### src/rtl/button_debouncer.sv
// -----------------------------------------------------------------------------
// button_debouncer
//
// Multi-channel conditioner for mechanical buttons and switches. Each raw pad
// level goes through a two-flop synchronizer and then a stability filter. The
// filter only adopts a new level after it has differed from the current output
// for stable_cycles_p consecutive sample ticks. Ticks come from a divider that
// all channels share.
//
// Parameters:
//   width_p         number of independent channels (>= 1)
//   stable_cycles_p ticks a new level must persist before it is adopted (>= 1)
//   tick_div_p      sample tick period in clock cycles (>= 1, 1 = every cycle)
//   reset_val_p     level loaded into synchronizers and outputs on reset
//
// Ports:
//   clk_i    single clock, rising edge
//   reset_i  synchronous active-high reset
//   btn_i    raw asynchronous pad levels, one bit per channel
//   btn_o    debounced level per channel, straight from a register
// -----------------------------------------------------------------------------
module button_debouncer #(
    parameter int   width_p         = 1,
    parameter int   stable_cycles_p = 16,
    parameter int   tick_div_p      = 1,
    parameter logic reset_val_p     = 1'b0
) (
    input  logic               clk_i,
    input  logic               reset_i,
    input  logic [width_p-1:0] btn_i,
    output logic [width_p-1:0] btn_o
);

    localparam int CNT_W = $clog2(stable_cycles_p + 1);
    // A divide-by-one divider still needs a one-bit register so the code stays
    // uniform; it simply sits at zero and the tick is permanently high.
    localparam int DIV_W = (tick_div_p > 1) ? $clog2(tick_div_p) : 1;

    localparam logic [CNT_W-1:0] CNT_LAST = CNT_W'(stable_cycles_p - 1);
    localparam logic [DIV_W-1:0] DIV_LAST = DIV_W'(tick_div_p - 1);

    // ---------------------------------------------------------------- divider
    logic [DIV_W-1:0] div_q;
    logic [DIV_W-1:0] div_d;
    logic             tick;

    always_comb begin
        tick  = (div_q == DIV_LAST);
        div_d = tick ? '0 : div_q + 1'b1;
    end

    always_ff @(posedge clk_i) begin
        if (reset_i) begin
            div_q <= '0;
        end else begin
            div_q <= div_d;
        end
    end

    // -------------------------------------------------------------- channels
    for (genvar gi = 0; gi < width_p; gi++) begin : g_chan
        logic             sync1_q;
        logic             sync2_q;
        logic             state_q;
        logic             state_d;
        logic [CNT_W-1:0] cnt_q;
        logic [CNT_W-1:0] cnt_d;

        always_comb begin
            state_d = state_q;
            cnt_d   = cnt_q;
            if (sync2_q == state_q) begin
                // Any agreeing cycle, tick or not, cancels a pending change.
                cnt_d = '0;
            end else if (tick) begin
                if (cnt_q == CNT_LAST) begin
                    state_d = sync2_q;
                    cnt_d   = '0;
                end else begin
                    cnt_d = cnt_q + 1'b1;
                end
            end
        end

        always_ff @(posedge clk_i) begin
            if (reset_i) begin
                sync1_q <= reset_val_p;
                sync2_q <= reset_val_p;
                state_q <= reset_val_p;
                cnt_q   <= '0;
            end else begin
                sync1_q <= btn_i[gi];
                sync2_q <= sync1_q;
                state_q <= state_d;
                cnt_q   <= cnt_d;
            end
        end

        assign btn_o[gi] = state_q;
    end

endmodule

### config.mk
export PLATFORM = sky130hd
export DESIGN_NAME = button_debouncer
export DESIGN_NICKNAME = d
export VERILOG_FILES = /design/src/rtl/button_debouncer.sv
export SDC_FILE = /design/constraint.sdc
export NUM_CORES = 1
export LEC_CHECK = 0
export CELL_PAD_IN_SITES_DETAIL_PLACEMENT = 0
export CELL_PAD_IN_SITES_GLOBAL_PLACEMENT = 1
export CORE_AREA = 3 3 40 42
export CTS_CLUSTER_DIAMETER = 150
export DETAILED_ROUTE_END_ITERATION = 6
export DIE_AREA = 0 0 43 45
export PLACE_DENSITY_LB_ADDON = 0.12
export SETUP_SLACK_MARGIN = 0.02
export SLEW_MARGIN = 20
export SYNTH_ARGS = -nofsm -noshare
export SYNTH_HDL_FRONTEND = slang
export SYNTH_SLANG_ARGS = --single-unit
### constraint.sdc
create_clock -name clk_i -period 1.9 [get_ports clk_i]
set_input_delay 0.19 -clock clk_i [delete_from_list [all_inputs] [get_ports clk_i]]
set_output_delay 0.19 -clock clk_i [all_outputs]
set_load 0.005 [all_outputs]
==> reports/qor.csv <==
metric,value,unit
cts.repair_timing.setup_buffer_count,0,
commonest_non_fill_non_tap_cells_in_the_layout,"sky130_fd_sc_hd__dfxtp_1, sky130_fd_sc_hd__nand2_1",
cts_resized,0,
grt_max_degree,8,
fp.coreArea,0.001285,mm²
timing.critical_path.buf_inv,1,
worst-setup-path-type,reg -> out,
ff2ff_setup_slack,0.74,ns
clock_sinks,9,
finalWirelength,608,µm
cpPeakStageDelay,0.52,ns
maximum_clock_frequency,748.3,MHz
design.portCount,4,
pre_cts_ws,0.7162,ns
cp_top_family,buffers and inverters,
syn_warnings,0,
timing.reg2reg.worst_path_depth,4,
synthToLayoutAreaGrowth,20.13,%
post_synth_num_cell_types,17,
wl_per_cell,10.48,µm
antenna_found_initial,0,
clkLatencyLatePin,0.26,ns
crit_start,btn_o$_SDFFE_PP0P_,
clock-root-buffer,sky130_fd_sc_hd__clkbuf_4,
die_h,45,µm
proportion_of_layout_cells_with_a_drive_suffix_above_1,13.95,%
crit_path_max_fanout,3,
final-instance-count-excl-fill,58,
numCtsBuffers,3,
reg_to_reg_startpoint,g_chan[0].cnt_q[0]$_SDFFE_PP0N_,
grt_util_met1,7.748,%
setup-violations-final,0,
post-place-cells,54,
cts_tree,built,
detailroute.via_count,256,
chipWidth,43,µm
dr.pass1.iters,3,
critical_path.endpoint_type,primary output,
placement.io_buffers,3,
start_kind,flop,
die-area,0.001935,mm²
met3_usage,5.976,%
insertedDiodeCount,0,
report.final.slew_viol_count,0,
timing.final.crit_period,1.336,ns
initialDrtViolationCount,3,
critical_path_arrival,1.15,ns
cp_num_cells,1,
hold_violations,0,
fin_crit_sh,70.34,%
worstReg2RegEnd,btn_o$_SDFFE_PP0P_,
crit_path_cells,clkdlybuf4s50_1,
pwr_density_cell,798.3,mW/mm²
postSynthRegisterBits,9,
final_nets,48,
hpwl,439.3,µm
gp_congestion,0.6080,
status,"complete, no violations",
worst_path_max_delay_cell,sky130_fd_sc_hd__clkdlybuf4s50_1,
route.detailed.vias_per_inst,4.414,
setup.worst_path.end,btn_o,
initial_core_util,29.02,%
grt_usage,8.507,%
floorplan.rows,13,
drtAntennaViolNets,0,
net_count_of_the_mapped_netlist,40,
globalRoute.totalOverflow,0,
finalClockSkew,0.004034,ns
h_tree_depth,1,
hold_path_startpoint,g_chan[0].sync1_q$_SDFF_PP0_,
global_route.peak_usage_layer,met2,
cts_hold_buf,0,
syn_inst,36,
layout_setup_ws,0.5636,ns
totalNegativeSetupSlack,0,ns
most_common_cell_after_layout_fill_and_taps_aside,sky130_fd_sc_hd__dfxtp_1,
route.detailed.drc,0,
clock_tree.buffer_depth,2,
grt_met2_usage,12.87,%
first_global_vias,260,
maxCapViolCount,0,
power.static_leakage,0.1953,nW
rsz_0062_raised_after_global_routing,false,
grt_pass1_wl,1062,µm
irDropWorstVdd,0.3035,mV
clk_transition_reported_paths,0.06,ns
syn-cell-area,372.9,µm²
synth_sequential_area_ratio,48.32,%
required_time_of_the_critical_path,1.71,ns
post_synth.cell_area_avg,10.36,µm²
worst_hold_path_type,reg -> reg,
==> where the power goes <==
part	total [mW]	internal, mW	switching, mW
logic	0.0124	0.00851	0.00389
clock network	0.150	0.0811	0.0692
registers	0.195	0.192	0.00275
==> cells by family after synthesis <==
kind of cell	Yosys count	synth area share (%)
multiplexers	1	2.685
other	1	1.006
XOR/XNOR	3	7.048
flip-flops	9	48.32
adder cells (fa/ha/maj)	1	3.355
AND/OR/NAND/NOR	19	34.90
AO/OA/AOI/OAI	2	2.685
==> stage by stage <==
stage,util (%),power (mW),hold WS [ns],cell area [µm²]
after floorplan,-,0.2055,0.2616,372.9
after global placement,32.81,0.2111,0.4286,421.7
after detailed placement,32.81,0.2116,0.4415,421.7
after CTS,34.86,0.3657,0.4588,447.9
after global routing,34.86,0.3854,0.4626,447.9
final,34.86,0.3576,0.4545,447.9
==> Yosys cell counts <==
library cell	number	area [µm²]
sky130_fd_sc_hd__nand4b_4	1	23.77
sky130_fd_sc_hd__nor2_1	3	11.26
sky130_fd_sc_hd__and2b_1	1	7.510
sky130_fd_sc_hd__a21oi_1	2	10.01
sky130_fd_sc_hd__mux2i_1	1	10.01
sky130_fd_sc_hd__nand2_1	4	15.01
sky130_fd_sc_hd__nor2_2	1	6.260
sky130_fd_sc_hd__ha_1	1	12.51
sky130_fd_sc_hd__nand3b_1	1	7.510
sky130_fd_sc_hd__dfxtp_1	9	180.2
sky130_fd_sc_hd__nand4b_1	2	17.52
sky130_fd_sc_hd__xor2_1	2	17.52
sky130_fd_sc_hd__nor3_2	1	10.01
sky130_fd_sc_hd__xnor2_1	1	8.760
sky130_fd_sc_hd__nand2b_1	3	18.77
sky130_fd_sc_hd__conb_1	1	3.750
sky130_fd_sc_hd__nor2b_1	2	12.51
==> worst min path at each step <==
stage / slack, ns / end / cells after the start
4_1_cts: 0.46 / g_chan[0].sync2_q$_SDFF_PP0_ / 1
6_report: 0.45 / g_chan[0].sync2_q$_SDFF_PP0_ / 1
3_3_place_gp: 0.43 / g_chan[0].sync2_q$_SDFF_PP0_ / 1
3_5_place_dp: 0.44 / g_chan[0].sync2_q$_SDFF_PP0_ / 1
5_1_grt: 0.46 / g_chan[0].sync2_q$_SDFF_PP0_ / 1
2_1_floorplan: 0.26 / g_chan[0].sync1_q$_SDFF_PP0_ / 1
==> layout make-up <==
type / instances / area (µm²)
multi-input combinational: 27 / 192.7
timing repair buffer: 3 / 30.03
sequential: 9 / 180.2
fill: 143 / 837.1
tap: 15 / 18.77
clock buffer: 4 / 26.28
==> flip-flops by register name, summed over array words and instances (netlist names) <==
name / cells
btn_o: 1
g_chan.cnt_q: 5
div_q: 1
g_chan.sync2_q: 1
g_chan.sync1_q: 1
==> layer usage <==
layer	vias to the layer above	wire [µm]
met5	-	0
li1	132	-
met2	5	304
met3	2	31
met4	0	7
met1	117	264
No activity file was read; power rests on OpenSTA's default activity.
